`src/rtl/addsub_pkg.sv`:
```
// Shared FSM encodings and width-derived constants for the sequential adder/subtractor.
package addsub_pkg;

  localparam logic [1:0] IDLE = 2'd0;
  localparam logic [1:0] RUN  = 2'd1;
  localparam logic [1:0] DONE = 2'd2;

  function automatic int nchunk(input int width, input int chunk);
    return width / chunk;
  endfunction

  // Returned 64 bits wide; callers size-cast to their operand width.
  function automatic logic [63:0] maxpos(input int width);
    return (64'd1 << (width - 1)) - 64'd1;
  endfunction

  function automatic logic [63:0] maxneg(input int width);
    return 64'd1 << (width - 1);
  endfunction

endpackage

```
`src/rtl/addsub_if.sv`:
```
// Operand/result handshake bundle between operand entry, the adder and the display converter.
interface addsub_if #(
  parameter int WIDTH = 10
);
  logic             in_valid;
  logic             in_ready;
  logic [WIDTH-1:0] a;
  logic [WIDTH-1:0] b;
  logic             sub;
  logic             acc_mode;
  logic             clr_acc;
  logic             out_valid;
  logic             out_ready;
  logic [WIDTH-1:0] sum;
  logic             overflow;
  logic             carry_out;
  logic [WIDTH-1:0] acc;

  modport master (
    output in_valid, a, b, sub, acc_mode, clr_acc, out_ready,
    input  in_ready, out_valid, sum, overflow, carry_out, acc
  );

  modport slave (
    input  in_valid, a, b, sub, acc_mode, clr_acc, out_ready,
    output in_ready, out_valid, sum, overflow, carry_out, acc
  );
endinterface

```
`src/rtl/addsub_slice.sv`:
```
// Combinational CHUNK-bit ripple of fa cells; also exposes the carry into its top bit
// so the caller can derive signed overflow on the last chunk.
module addsub_slice #(
  parameter int CHUNK = 2
) (
  input  logic [CHUNK-1:0] a,
  input  logic [CHUNK-1:0] b,
  input  logic             cin,
  output logic [CHUNK-1:0] s,
  output logic             cout,
  output logic             cmsb
);
  logic [CHUNK:0] c;

  assign c[0] = cin;

  for (genvar i = 0; i < CHUNK; i++) begin : g_bit
    fa u_fa (.a(a[i]), .b(b[i]), .ci(c[i]), .s(s[i]), .co(c[i+1]));
  end

  assign cout = c[CHUNK];
  assign cmsb = c[CHUNK-1];
endmodule

```
`src/rtl/fa.sv`:
```
// Single-bit full adder cell.
module fa (
  input  logic a,
  input  logic b,
  input  logic ci,
  output logic s,
  output logic co
);
  assign s  = a ^ b ^ ci;
  assign co = (a & b) | (ci & (a ^ b));
endmodule

```
`src/rtl/addsub_seq.sv`:
```
// Multi-cycle add/sub, CHUNK bits per clock through one slice; result NCHUNK cycles after accept.
// Accepts only in IDLE, holds the result in DONE until out_ready; no input buffering.
module addsub_seq
  import addsub_pkg::*;
#(
  parameter int WIDTH  = 10,
  parameter int CHUNK  = 2,
  parameter bit SAT_EN = 1'b0
) (
  input logic     clk,
  input logic     rst_n,
  addsub_if.slave io
);
  localparam int               NCH    = nchunk(WIDTH, CHUNK);
  localparam int               KW     = (NCH > 1) ? $clog2(NCH) : 1;
  localparam logic [KW-1:0]    KLAST  = KW'(NCH - 1);
  localparam logic [WIDTH-1:0] MAXPOS = WIDTH'(maxpos(WIDTH));
  localparam logic [WIDTH-1:0] MAXNEG = WIDTH'(maxneg(WIDTH));

  if ((WIDTH % CHUNK) != 0) begin : g_bad_chunk
    $error("addsub_seq: WIDTH must be a multiple of CHUNK");
  end

  logic [1:0]       state;
  logic [KW-1:0]    k;
  logic [WIDTH-1:0] opa;
  logic [WIDTH-1:0] bn;
  logic             carry;
  logic [WIDTH-1:0] res;
  logic [WIDTH-1:0] raw;
  logic [WIDTH-1:0] sat_val;
  logic [CHUNK-1:0] s_chunk;
  logic             c_out;
  logic             c_msb;
  logic             ovf_raw;

  addsub_slice #(.CHUNK(CHUNK)) u_slice (
    .a    (opa[k*CHUNK +: CHUNK]),
    .b    (bn[k*CHUNK +: CHUNK]),
    .cin  (carry),
    .s    (s_chunk),
    .cout (c_out),
    .cmsb (c_msb)
  );

  always_comb begin
    raw = res;
    raw[k*CHUNK +: CHUNK] = s_chunk;
  end

  // Only meaningful on the last chunk, where c_msb is the carry into bit WIDTH-1.
  assign ovf_raw = c_msb ^ c_out;
  assign sat_val = opa[WIDTH-1] ? MAXNEG : MAXPOS;

  assign io.in_ready  = (state == IDLE);
  assign io.out_valid = (state == DONE);

  always_ff @(posedge clk or negedge rst_n) begin
    if (!rst_n) begin
      state        <= IDLE;
      k            <= '0;
      opa          <= '0;
      bn           <= '0;
      carry        <= 1'b0;
      res          <= '0;
      io.sum       <= '0;
      io.overflow  <= 1'b0;
      io.carry_out <= 1'b0;
      io.acc       <= '0;
    end else begin
      case (state)
        IDLE: begin
          if (io.clr_acc) io.acc <= '0;
          if (io.in_valid) begin
            opa   <= io.acc_mode ? (io.clr_acc ? '0 : io.acc) : io.a;
            bn    <= io.b ^ {WIDTH{io.sub}};
            carry <= io.sub;
            k     <= '0;
            state <= RUN;
          end
        end
        RUN: begin
          res   <= raw;
          carry <= c_out;
          if (k == KLAST) begin
            io.sum       <= (SAT_EN && ovf_raw) ? sat_val : raw;
            io.overflow  <= ovf_raw;
            io.carry_out <= c_out;
            state        <= DONE;
          end else begin
            k <= k + KW'(1);
          end
        end
        DONE: begin
          if (io.out_ready) begin
            io.acc <= io.sum;
            state  <= IDLE;
          end
        end
        default: state <= IDLE;
      endcase
    end
  end
endmodule

```
`src/flat_wrapper.sv`:
```
// flat-port wrapper written by rule: the top's interface ports become plain ports
module addsub_seq_flat import addsub_pkg::*;
#(
  parameter int WIDTH  = 10,
  parameter int CHUNK  = 2,
  parameter bit SAT_EN = 1'b0
)
  (clk, rst_n, io_in_valid, io_a, io_b, io_sub, io_acc_mode, io_clr_acc, io_out_ready, io_in_ready, io_out_valid, io_sum, io_overflow, io_carry_out, io_acc);
  addsub_if #(.WIDTH(WIDTH)) io_i ();
  input logic clk;
  input logic rst_n;
  input wire logic [$bits(io_i.in_valid)-1:0] io_in_valid;
  input wire logic [$bits(io_i.a)-1:0] io_a;
  input wire logic [$bits(io_i.b)-1:0] io_b;
  input wire logic [$bits(io_i.sub)-1:0] io_sub;
  input wire logic [$bits(io_i.acc_mode)-1:0] io_acc_mode;
  input wire logic [$bits(io_i.clr_acc)-1:0] io_clr_acc;
  input wire logic [$bits(io_i.out_ready)-1:0] io_out_ready;
  output wire logic [$bits(io_i.in_ready)-1:0] io_in_ready;
  output wire logic [$bits(io_i.out_valid)-1:0] io_out_valid;
  output wire logic [$bits(io_i.sum)-1:0] io_sum;
  output wire logic [$bits(io_i.overflow)-1:0] io_overflow;
  output wire logic [$bits(io_i.carry_out)-1:0] io_carry_out;
  output wire logic [$bits(io_i.acc)-1:0] io_acc;
  assign io_i.in_valid = io_in_valid;
  assign io_i.a = io_a;
  assign io_i.b = io_b;
  assign io_i.sub = io_sub;
  assign io_i.acc_mode = io_acc_mode;
  assign io_i.clr_acc = io_clr_acc;
  assign io_i.out_ready = io_out_ready;
  assign io_in_ready = io_i.in_ready;
  assign io_out_valid = io_i.out_valid;
  assign io_sum = io_i.sum;
  assign io_overflow = io_i.overflow;
  assign io_carry_out = io_i.carry_out;
  assign io_acc = io_i.acc;
  addsub_seq #(.WIDTH(WIDTH), .CHUNK(CHUNK), .SAT_EN(SAT_EN)) u_core (.clk(clk), .rst_n(rst_n), .io(io_i));
endmodule
```
`config.mk`:
```
export PLATFORM = sky130hd
export DESIGN_NAME = addsub_seq_flat
export DESIGN_NICKNAME = d
export VERILOG_FILES = /design/src/rtl/addsub_pkg.sv /design/src/rtl/addsub_if.sv /design/src/rtl/addsub_slice.sv /design/src/rtl/fa.sv /design/src/rtl/addsub_seq.sv /design/src/flat_wrapper.sv
export SDC_FILE = /design/constraint.sdc
export NUM_CORES = 1
export LEC_CHECK = 0
export BUFFER_PORTS_ARGS = -buffer_cell sky130_fd_sc_hd__buf_2
export CAP_MARGIN = 20
export CORE_ASPECT_RATIO = 2
export CORE_UTILIZATION = 58
export CTS_BUF_LIST = sky130_fd_sc_hd__clkbuf_8
export CTS_CLUSTER_SIZE = 25
export DETAILED_ROUTE_END_ITERATION = 8
export GPL_ROUTABILITY_DRIVEN = 0
export PLACE_DENSITY = 0.91
export SYNTH_ARGS = -nofsm -noshare
export SYNTH_HDL_FRONTEND = slang
export SYNTH_SLANG_ARGS = --single-unit
```
`constraint.sdc`:
```
create_clock -name clk -period 3.1 [get_ports clk]
set_input_delay 0 -clock clk [delete_from_list [all_inputs] [get_ports clk]]
set_output_delay 0 -clock clk [all_outputs]
set_load 0.01 [all_outputs]
```
=== Word-level counts from Yosys, hierarchy flattened ===
Index checks and enable logic that the tools add are counted.

* Output and inout bits: 24
* Register bits: 58
* Input port bits: 27

* Shifts and indexed selects: 4
* Bitwise operators: 12
* Mux-type cells: 14
* Reductions and logical operators: 9
* Eq/ne operators: 7
* Add/sub/neg operators: 2

{| class="wikitable"
|+ Operators by type and width
! cell !! count
|-
| $neg 4->34 || 1
|-
| $shift 2x34->10 const A || 1
|-
| $shiftx 2x34->10 || 1
|-
| $mux 10 || 3
|-
| $pmux 10 s2 || 1
|-
| $shiftx 10x5->2 || 2
|-
| $bwmux 10 || 1
|-
| $xor 10x10->10 || 1
|-
| $reduce_and 2->1 || 4
|-
| $mux 2 || 3
|-
| $mux 3 || 2
|-
| $ne 2x2->1 const B || 3
|-
| $pmux 2 s3 || 1
|-
| $pmux 3 s2 || 1
|-
| $reduce_and 3->1 || 2
|-
| $xor 1x1->1 || 5
|-
| $and 1x1->1 || 4
|-
| $reduce_bool 2->1 || 2
|-
| $add 3x1->3 const B || 1
|-
| $eq 3x3->1 const B || 1
|-
| $eq 2x1->1 const B || 1
|-
| $eq 2x2->1 const B || 1
|-
| $logic_not 2->1 || 1
|-
| $ne 2x1->1 const B || 1
|-
| other kinds (3) || 4
|}

=== Logic depth before layout (Yosys ltp) ===
* Depth after elaboration: 7
* Depth in mapped cells: 9

=== Cells and area by module ===
Synthesis repeated with hierarchy kept, for this count alone.

* Cells, all modules: 289
* Area total of the unflattened synthesis: 3089.2 um^2

{| class="wikitable"
|+ Modules (own cells, without submodules)
! module !! times used !! area each (um^2) !! sequential area each (um^2) !! cells an instance
|-
| addsub_seq || 1 || 3049.2 || 1451.4 || 287
|-
| fa || 2 || 20.0 || 0.0 || 1
|}

=== Worst setup path before layout ===
No wires, ideal clock.

* Kind: reg2reg
* From: reg u_core.k[2]
* To: reg u_core.res[1]
* Buffers on the path: 1
* Data required time: 2.973 ns
* Setup time: 0.127 ns
* Cell stages (with the launch flop): 9
* Clock period less this slack: 2.680 ns
* Slack: 0.420 ns
* Arrival: 2.553 ns
* Cells stage by stage: dfrtp_1 -> buf_2 -> mux2_1 -> a22oi_1 -> o22ai_1 -> fa_1 -> fa_1 -> and3_1 -> mux2_1

* Word-level cells in the longest chain between the ends: 7
* Elaborated cells on any way between the ends: 13

{| class="wikitable"
|+ RTL lines
! what !! line !! RTL
|-
| start: declaration || addsub_seq.sv:25 || <nowiki>logic [KW-1:0] k;</nowiki>
|-
| start signal: assignment || addsub_seq.sv:91 || <nowiki>k <= k + KW'(1);</nowiki>
|-
| $shiftx 10x5->2, on equally long branches || addsub_seq.sv:38, addsub_seq.sv:39 ||
|-
| $xor 1x1->1 || fa.sv:9, fa.sv:10 ||
|-
| $and 1x1->1 || fa.sv:10 || <nowiki>assign co = (a & b) | (ci & (a ^ b));</nowiki>
|-
| $or 1x1->1 || fa.sv:10 ||
|-
| $xor 1x1->1 || fa.sv:9 || <nowiki>assign s = a ^ b ^ ci;</nowiki>
|-
| $shiftx 2x34->10 || addsub_seq.sv:48 || <nowiki>raw[k*CHUNK +: CHUNK] = s_chunk;</nowiki>
|-
| $bwmux 10 (*) || addsub_seq.sv:48 ||
|-
| end signal: assignment || addsub_seq.sv:83 || <nowiki>res <= raw;</nowiki>
|-
| end: declaration || addsub_seq.sv:29 || <nowiki>logic [WIDTH-1:0] res;</nowiki>
|}

Mark *: on every way between the ends. The rest lies on a longest branch, timed or not.
A chain may end at the register's enable or synchronous reset.

=== Final worst setup path ===
* From: reg u_core.k[0]
* To: reg u_core.res[1]

Same word-level chain as after synthesis.

==> flow_summary.json <==
{
  "antenna_cells": 0,
  "multi_input_area_um2": 1490,
  "synth_nets": 324,
  "grt.overflow.total": 0,
  "dpl_cell_area_um2": 3320,
  "place_inst": 385,
  "vdd_drop_max_uv": 953,
  "cts_hold_buf": 13,
  "drt_first_pass_iters": 4,
  "pre_cts_slack_ns": 0.241,
  "clock-sinks": 58,
  "tightestPinTransition_ns": 0.769,
  "regArea_um2": 1450,
  "clk_latency_ns": 0.36,
  "cts_tree": "built",
  "htreeDepth": 3,
  "synth_area_leaders": "dfrtp_1, a22o_1, a21oi_1",
  "sw_frac_of_total_pct": 42.9,
  "synth_top_area_share_pct": 47.4,
  "hpwl_um": 5350,
  "first_iter_violations": 91,
  "die_w_um": 53.4,
  "synth-seq-cells": 58,
  "cts-buffers-inserted": 9,
  "syn_area_um2": 3060,
  "rsz0062_at_grt": "no",
  "ys_types": 46,
  "postCtsSetupRepairBufs": 0,
  "synthCells": 291,
  "yosys_warnings": 0,
  "synth_sequential_area_ratio_pct": 47.4,
  "finalCoreUtilization_pct": 71.5,
  "avgSynthCellArea_um2": 10.5,
  "fin_nets": 384,
  "synth_edf_count": 0,
  "seq_power_share_pct": 33.7,
  "period_share_pct": 93.0,
  "fp.dieH_um": 105,
  "num_rows": 37,
  "path_clk_slew_ns": 0.06,
  "cap_violations": 0,
  "drive_above_1_share_pct": 21.7,
  "max_stage_delay_ns": 0.59,
  "worstPathArrival_ns": 3.12,
  "worstPathMaxFanout": 8,
  "max_slew_margin_pct": 48.7,
  "setup_tns_ns": 0,
  "timing.fmax_mhz": 347,
  "areaGrowthSynthToFinish_pct": 18.8,
  "critPathKind": "flip-flop to flip-flop",
  "grt_pass1_wl_um": 12300,
  "hold_violations": 0,
  "io_buffer_count": 50,
  "synth_most_common_cell": "dfrtp_1",
  "drc": 0,
  "clock_skew_ns": 0.00884,
  "antenna_left": 0,
  "core-area_um2": 5090,
  "grt_use_total_pct": 31.4,
  "ys.flop_type": "dfrtp_1",
  "async_reset_ff_share_pct": 100,
  "vias_per_cell": 6.11,
  "antenna_found_initial": 0,
  "root_buffer": "clkbuf_8",
  "required_ns": 3.34,
  "dieArea_um2": 5590,
  "maxSlewViolCount": 0,
  "stdcell_area_um2": 3640,
  "synth_common_cells": "dfrtp_1, a21oi_1, nor2_1",
  "path_cells": "mux4_2, nand2_1, o31ai_1, fa_1, fa_1, and3_1, mux2_1",
  "combPwrFrac_pct": 49.5,
  "ios": 51,
  "grt_max_degree": 43,
  "worst_hold_path_type": "input port to flip-flop",
  "yosys.area.top_type": "dfrtp_1",
  "fin_cells": 413,
  "fillers": 358,
  "critPathSlowestCell": "fa_1",
  "initial_core_util_pct": 60.1,
  "setup_violations": 0,
  "grt_pass1_vias": 2602,
  "crit_top_cell": "fa_1",
  "min_period_ns": 2.88,
  "cts-resized-gates": 0,
  "end_kind": "flip-flop",
  "switchingPower_mw": 1.73,
  "p_int_mw": 2.30,
  "pwr_density_cell_nw_per_um2": 1110,
  "routed_wl_um": 7640,
  "cts_buffer_depth": 2,
  "p_clk_share_pct": 16.8,
  "wl_per_cell_um": 18.5,
  "leakage_nw": 1.68,
  "outcome": "completed",
  "start_kind": "flip-flop",
  "num_vias": 2525,
  "timing.final.ws_setup_ns": 0.217
}
## stage by stage
step                      hold slack (ns)  power, mW
after floorplan                    -0.296       2.72
after global placement             0.0998       3.19
after detailed placement            0.105       3.28
after CTS                          0.0468       4.00
after global routing                0.110       4.27
final                              0.0504       4.03
## registers in the layout (all words and copies together) (netlist names), 2 cells and up
name	flops
u_core.bn	10
u_core.io.acc	10
u_core.io.sum	10
u_core.opa	10
u_core.res	10
u_core.k	3
u_core.state	2
## metal layers
layer / global-route usage (%) / up-vias / wire length, µm
li1: - / 1163 / -
met1: 33.7 / 1224 / 2750
met2: 51.7 / 106 / 4090
met3: 7.71 / 32 / 410
met4: 20.5 / 0 / 375
met5: 0 / - / 0
## area by class of cell
class	count	share of cell area, %
multi-input cells	209	41.0
flip-flops and latches	58	39.9
repair buffers	68	11.5
clock buffers	10	3.78
well taps	58	1.99
clock inverters	5	1.31
inverters	5	0.516
## kinds of logic after synthesis
logic type | Yosys count | synth area share (%)
buf+inv | 24 | 3.84
flops | 58 | 47.4
simple gates | 91 | 17.5
mux | 21 | 7.84
compound gates | 79 | 17.0
fa+ha+maj | 6 | 2.94
xor+xnor | 12 | 3.43
## cell usage in the layout (no fill, tap or decap), types with 5 or more instances in the layout
| cell type | netlist | layout |
|---|---|---|
| dfrtp_1 | 58 | 58 |
| buf_2 | 10 | 50 |
| a21oi_1 | 30 | 30 |
| nor2_1 | 29 | 29 |
| a22o_1 | 20 | 20 |
| nand2_1 | 17 | 17 |
| nor2b_1 | 15 | 15 |
| mux2_1 | 13 | 13 |
| dlygate4sd3_1 | 0 | 13 |
| xnor2_1 | 12 | 12 |
| clkbuf_8 | 0 | 10 |
| o21ai_1 | 7 | 7 |
| inv_1 | 4 | 6 |
| mux2i_1 | 6 | 6 |
| a31oi_1 | 5 | 5 |
| nand4b_1 | 5 | 5 |
| buf_4 | 4 | 5 |
## critical path, delay by kind of cell, from the launching register on
family	cells	cell delay, ns
flops	1	0.49
fa+ha+maj	2	1.04
simple gates	2	0.33
mux	2	0.82
compound gates	1	0.08
## final timing paths
kind / start / to / slack, ns / cells past startpoint
min: io_a[9] / u_core.opa[9] / 0.05 / 4
max in group asynchronous: rst_n / u_core.io.sum[6] / 2.03 / 3
min reg2reg: u_core.res[6] / u_core.res[6] / 0.49 / 1
max: u_core.k[0] / u_core.res[1] / 0.22 / 7
max reg2reg: u_core.k[0] / u_core.res[1] / 0.22 / 7
min in group asynchronous: rst_n / u_core.bn[1] / 0.25 / 2
## power groups by stage
stage                     registers (mW)  logic [mW]  clock network (mW)
after floorplan                     1.29        1.44                   0
after global placement              1.35        1.84                   0
after CTS                           1.35        1.96               0.681
final                               1.36        1.99               0.677
after global routing                1.40        2.17               0.709
after detailed placement            1.37        1.91                   0
Note: power is estimated with default switching activity, not from simulation.
